`src/rtl/matrix_pkg.sv`:
```
// Shared definitions for the 5x5 matrix coprocessor blocks (scalar multiply
// and scalar divide): geometry, packing helper and the divider FSM states.
package matrix_pkg;

  localparam int MAT_DIM = 5;
  localparam int ELEM_W  = 8;
  localparam int N_ELEM  = MAT_DIM * MAT_DIM;
  localparam int MAT_W   = N_ELEM * ELEM_W;

  typedef enum logic [1:0] {
    IDLE   = 2'd0,
    DIVIDE = 2'd1,
    DONE   = 2'd2
  } state_t;

  // Element idx of a packed matrix lives at bits [idx*ELEM_W +: ELEM_W].
  function automatic logic [ELEM_W-1:0] get_elem(input logic [MAT_W-1:0] mat,
                                                 input int idx);
    return mat[idx*ELEM_W +: ELEM_W];
  endfunction

endpackage

```
`src/rtl/restoring_div_step.sv`:
```
// One combinational step of a restoring divider: shift in the next dividend
// bit and subtract the divisor if it fits. The shifted value carries one
// extra bit so the compare never overflows.
module restoring_div_step #(
  parameter int W = 8
) (
  input  logic [W-1:0] i_rem,
  input  logic         i_dbit,
  input  logic [W-1:0] i_divisor,
  output logic [W-1:0] o_rem,
  output logic         o_qbit
);

  logic [W:0] w_shift;
  logic [W:0] w_diff;
  logic       w_fits;

  assign w_shift = {i_rem, i_dbit};
  assign w_diff  = w_shift - {1'b0, i_divisor};
  assign w_fits  = (w_shift >= {1'b0, i_divisor});

  // Restore (keep the shifted value) when the divisor does not fit; the
  // kept value is then below the divisor and fits back into W bits.
  always_comb begin
    o_qbit = w_fits;
    o_rem  = w_fits ? w_diff[W-1:0] : w_shift[W-1:0];
  end

endmodule

```
`src/rtl/matrix_scalar_div.sv`:
```
// Divides each element of a packed 5x5 unsigned matrix by an unsigned scalar
// using one shared bit-serial restoring divider, one quotient bit per clock,
// elements walked 0..24. A zero divisor short-circuits to an all-ones result.
module matrix_scalar_div
  import matrix_pkg::*;
#(
  parameter int N_ELEM = 25,
  parameter int ELEM_W = 8
) (
  input  logic                       clk,
  input  logic                       rst,
  input  logic                       start,
  input  logic [ELEM_W-1:0]          data,
  input  logic [N_ELEM*ELEM_W-1:0]   matrix_a,
  output logic [N_ELEM*ELEM_W-1:0]   result,
  output logic                       busy,
  output logic                       done,
  output logic                       div_by_zero,
  output logic [1:0]                 dbg_state
);

  localparam int LP_MAT_W = N_ELEM * ELEM_W;
  localparam int LP_IDX_W = $clog2(N_ELEM);
  localparam int LP_BIT_W = $clog2(ELEM_W);
  localparam logic [LP_IDX_W-1:0] LP_LAST_ELEM = LP_IDX_W'(N_ELEM - 1);
  localparam logic [LP_BIT_W-1:0] LP_LAST_BIT  = LP_BIT_W'(ELEM_W - 1);

  state_t                r_state;
  state_t                w_next_state;
  logic [ELEM_W-1:0]     r_divisor;
  logic [LP_MAT_W-1:0]   r_mat;
  logic [LP_MAT_W-1:0]   r_buf;
  logic [LP_MAT_W-1:0]   r_result;
  logic                  r_dbz;
  logic [LP_IDX_W-1:0]   r_elem;
  logic [LP_BIT_W-1:0]   r_bit;
  logic [ELEM_W-1:0]     r_rem;
  logic [ELEM_W-1:0]     r_q;

  logic [ELEM_W-1:0]     w_cur_elem;
  logic                  w_dbit;
  logic [ELEM_W-1:0]     w_rem_next;
  logic                  w_qbit;
  logic [ELEM_W-1:0]     w_qbyte;
  logic [LP_MAT_W-1:0]   w_buf_upd;
  logic                  w_last_bit;
  logic                  w_last_elem;

  // Dividend bits are consumed MSB first.
  assign w_cur_elem  = r_mat[r_elem*ELEM_W +: ELEM_W];
  assign w_dbit      = w_cur_elem[LP_LAST_BIT - r_bit];
  assign w_qbyte     = {r_q[ELEM_W-2:0], w_qbit};
  assign w_last_bit  = (r_bit == LP_LAST_BIT);
  assign w_last_elem = (r_elem == LP_LAST_ELEM);

  restoring_div_step #(.W(ELEM_W)) u_step (
    .i_rem     (r_rem),
    .i_dbit    (w_dbit),
    .i_divisor (r_divisor),
    .o_rem     (w_rem_next),
    .o_qbit    (w_qbit)
  );

  // Buffer with the quotient of the current element dropped into its slot.
  always_comb begin
    w_buf_upd = r_buf;
    w_buf_upd[r_elem*ELEM_W +: ELEM_W] = w_qbyte;
  end

  // State register.
  always_ff @(posedge clk or posedge rst) begin
    if (rst) r_state <= IDLE;
    else     r_state <= w_next_state;
  end

  // Next-state and status outputs; DONE always lasts exactly one cycle.
  always_comb begin
    w_next_state = r_state;
    busy         = 1'b0;
    done         = 1'b0;
    case (r_state)
      IDLE: begin
        if (start) w_next_state = (data == '0) ? DONE : DIVIDE;
      end
      DIVIDE: begin
        busy = 1'b1;
        if (w_last_bit && w_last_elem) w_next_state = DONE;
      end
      DONE: begin
        done         = 1'b1;
        w_next_state = IDLE;
      end
      default: w_next_state = IDLE;
    endcase
  end

  // Operand latch, serial divide datapath and result/flag update.
  always_ff @(posedge clk or posedge rst) begin
    if (rst) begin
      r_divisor <= '0;
      r_mat     <= '0;
      r_buf     <= '0;
      r_result  <= '0;
      r_dbz     <= 1'b0;
      r_elem    <= '0;
      r_bit     <= '0;
      r_rem     <= '0;
      r_q       <= '0;
    end else begin
      case (r_state)
        IDLE: begin
          if (start) begin
            r_divisor <= data;
            r_mat     <= matrix_a;
            r_elem    <= '0;
            r_bit     <= '0;
            r_rem     <= '0;
            r_q       <= '0;
            if (data == '0) begin
              r_result <= '1;
              r_dbz    <= 1'b1;
            end else begin
              r_dbz    <= 1'b0;
            end
          end
        end
        DIVIDE: begin
          if (w_last_bit) begin
            r_buf <= w_buf_upd;
            r_rem <= '0;
            r_q   <= '0;
            r_bit <= '0;
            if (w_last_elem) r_result <= w_buf_upd;
            else             r_elem   <= r_elem + 1'b1;
          end else begin
            r_rem <= w_rem_next;
            r_q   <= w_qbyte;
            r_bit <= r_bit + 1'b1;
          end
        end
        default: ;
      endcase
    end
  end

  assign result      = r_result;
  assign div_by_zero = r_dbz;
  assign dbg_state   = r_state;

endmodule

```
`config.mk`:
```
export PLATFORM = sky130hd
export DESIGN_NAME = matrix_scalar_div
export DESIGN_NICKNAME = d
export VERILOG_FILES = /design/src/rtl/matrix_pkg.sv /design/src/rtl/restoring_div_step.sv /design/src/rtl/matrix_scalar_div.sv
export SDC_FILE = /design/constraint.sdc
export NUM_CORES = 1
export LEC_CHECK = 0
export CORE_ASPECT_RATIO = 1.25
export CORE_MARGIN = 8
export CORE_UTILIZATION = 48
export CTS_CLUSTER_DIAMETER = 60
export CTS_CLUSTER_SIZE = 24
export DETAILED_ROUTE_END_ITERATION = 8
export MAX_ROUTING_LAYER = met4
export PLACE_DENSITY_LB_ADDON = 0.12
export RECOVER_POWER = 25
export SKIP_CTS_REPAIR_TIMING = 1
export SYNTH_ARGS = -nofsm -noshare
export SYNTH_HDL_FRONTEND = slang
export SYNTH_SLANG_ARGS = --single-unit
```
`constraint.sdc`:
```
create_clock -name clk -period 35.1 [get_ports clk]
set_clock_uncertainty 0.15 [all_clocks]
set_input_delay 3.51 -clock clk [delete_from_list [all_inputs] [get_ports clk]]
set_output_delay 3.51 -clock clk [all_outputs]
set_load 0.02 [all_outputs]
```
==> flow_summary.toml <==
[outcome]
status = "complete, but fails checks"
failed_checks = "max-capacitance violations, max-slew violations"

[yosys]
ys_ff_latch = 634
syn_nets = 3254
syn_avg_cell_area_um2 = 9.027
ys_seq_area_frac = 0.5808
netlist_instances = 3026
synth_area_mm2 = 0.02732
ys_top_cells_by_area = "dfrtp_1 58%, nand2_1 14%, o21ai_1 5.9%, a21oi_1 4.5%, nor2_1 3.7%"
synth_top_area_share = 0.5808
yosysTopAreaCell = "dfrtp_1"
yosysUniqueCellTypes = 57
ys_warn_count = 0

[timing]
fin_hold_ws_ps = 323.9
setup-violations-final = 0
layout_min_cycle_time_ps = 9380
worstMarginPinSlew_ps = 6039
clock.fmax_mhz = 106.6
tns_ps = 0
finalHoldViolations = 0
rsz0062_at_grt = "false"
slew_viol_final = 357
max_slew_margin = -3.026
fin_crit_sh = 0.2672

[power_and_ir_drop]
leakagePower_nw = 14.90
ir_worst_vdd_v = 0.00004884
powerDensity_mw_per_mm2 = 69.29

[clock_tree]
cts_buffers = 40
clkLatencyLatePin_ps = 600
clock_path_buffers = 3
clk_pin_slew_ps = 80
cts_tree = "yes"
cts_root_buf = "clkbuf_16"
cts_htree_levels = 2
cts.sinks = 634

[drt]
avgViaCountPerCell = 5.424
postRouteAntennaNets = 0
wl_mm = 80.15
num_vias = 22070
drc = 0
dr.first_iter.drc_count = 1866
drt_first_pass_iters = 5
wire_per_inst_um = 19.69

[critical_path]
startpoint = "rst"
arrival_ps = 9770
required_ps = 35490
worstSetupEndpointType = "async pin"
r2r_slack_ps = 28670
endpoint = "result[171]"
rr_startpoint = "r_elem[0]"
crit_fanout = 138
r2r-end = "result[176]"
cp-start-kind = "primary input"
crit_type = "in2async"
reg2regPathDepth = 18

[grt]
grt_usage = 0.2502
first_global_vias = 22290
grt_antenna_before_repair = 0
grt_max_degree = 173
grt_pass1_wl_mm = 126.1
grt_overflow = 0

[cells_and_area]
design_area_mm2 = 0.03315
nets = 3526
drive_gt1_frac = 0.04026
fill_cells = 4976
area_delta_synth_final_pct = 21.37
n_antenna_cell = 0
final_cells = 4070
postLayoutCoreUtil = 0.5900

[die]
boundaryPins = 416
die_x_um = 229.4
dieHeight_um = 282.7
start_util = 0.4861
core_area_mm2 = 0.05619
dieArea_mm2 = 0.06485
row_count = 97

[placement]
place_inst = 3998
dpl.hpwl_mm = 56.41
place_congestion = 0.8732
place_area_mm2 = 0.03178
portBuffers = 415

[hold_path]
worstHoldPathType = "reg2reg"

[flow_run]
maxCapViolCount = 4
==> registers in the layout, summed over array words and instances, names as in the netlist <==
signal,count
r_buf,200
r_mat,200
result,200
r_divisor,8
r_rem,8
r_q,7
r_elem,5
r_bit,3
dbg_state,2
div_by_zero,1
==> routing by layer <==
metal  vias up  part of all wire  track usage  wire length [µm]
met5         -                 0            -                 0
met4         0             0.035      0.08346              2787
met3       138             0.056      0.04060              4452
met2       717              0.49       0.4145             39330
met1     10680              0.42       0.3134             33580
li1      10540                 -            -                 -
==> layout make-up <==
class | count | area [µm²] | area share
clock buffer | 45 | 1071 | 0.03230
clock inverter | 27 | 327.8 | 0.009888
inverter | 18 | 68.82 | 0.002076
multi-input combinational | 2173 | 10600 | 0.3198
sequential | 634 | 15870 | 0.4787
tap | 742 | 928.4 | 0.02800
timing repair buffer | 431 | 4287 | 0.1293
==> cells in the final DEF, fill, tap and decap left out, types with 29 or more instances in the layout <==
cell,n
a21oi_1,248
clkbuf_16,41
clkdlybuf4s50_1,400
dfrtp_1,632
mux2i_1,59
mux4_2,29
nand2_1,1020
nor2_1,271
o21ai_0,175
o21ai_1,183
==> how the worst min path moves through the flow <==
| stage | start | to | slack, ps | cells after the start |
|---|---|---|---|---|
| floorplan | r_mat[103] | r_mat[103] | 290 | 2 |
| global placement | r_mat[150] | r_mat[150] | 300 | 2 |
| detailed placement | r_mat[89] | r_mat[89] | 310 | 2 |
| CTS | r_mat[138] | r_mat[138] | 330 | 2 |
| global route | r_mat[138] | r_mat[138] | 340 | 2 |
| finish | r_mat[138] | r_mat[138] | 320 | 2 |
==> critical path: stages <==
cell           delay (ps)
dlygate4sd3_1         550
clkinvlp_2           3290
buf_4                1160
buf_4                1000
==> logic make-up after synthesis <==
group / share of synthesized area
adders and majority gates: 0.008062
buffers and inverters: 0.03142
AOI/OAI and AO/OA: 0.1298
xor gates and xnor gates: 0.002886
DFF: 0.5808
and+or+nand+nor: 0.1974
muxes: 0.04965
==> synthesized netlist by cell type (all sizes together) <==
cell type / number
nand2: 1020
dfrtp: 634
o21ai: 358
nor2: 272
a21oi: 248
clkbuf: 172
mux2i: 59
buf: 29
mux4: 29
nand3: 19
inv: 18
ha: 16
a22oi: 13
nor3: 12
a31oi: 11
nor2b: 11
mux2: 10
a22o: 8
and3: 8
nand2b: 8
and2: 6
o32ai: 6
xnor2: 6
nand4: 5
or2: 5
a2111oi: 4
a21boi: 4
a221oi: 4
nor3b: 4
or3: 4
nor4: 3
o31ai: 3
xor2: 3
a311oi: 2
o22ai: 2
a211o: 1
a211oi: 1
a21o: 1
and4: 1
fa: 1
nor4b: 1
o211a: 1
o22a: 1
o311ai: 1
o41ai: 1
==> power breakdown <==
part | switching (mW) | internal, mW | leakage [nW]
clock | 0.275 | 0.248 | 0.669
combinational | 0.460 | 0.301 | 5.74
sequential | 0.125 | 0.888 | 8.49
total | 0.860 | 1.44 | 14.9
==> through the flow <==
| stage | setup slack [ps] | power [mW] |
|---|---|---|
| floorplan | 13680 | 1.496 |
| global placement | 27910 | 1.767 |
| global route | 24510 | 2.429 |
| CTS | 28430 | 2.317 |
| detailed placement | 27810 | 1.792 |
| finish | 25720 | 2.297 |
No activity file was read; power rests on OpenSTA's default activity.
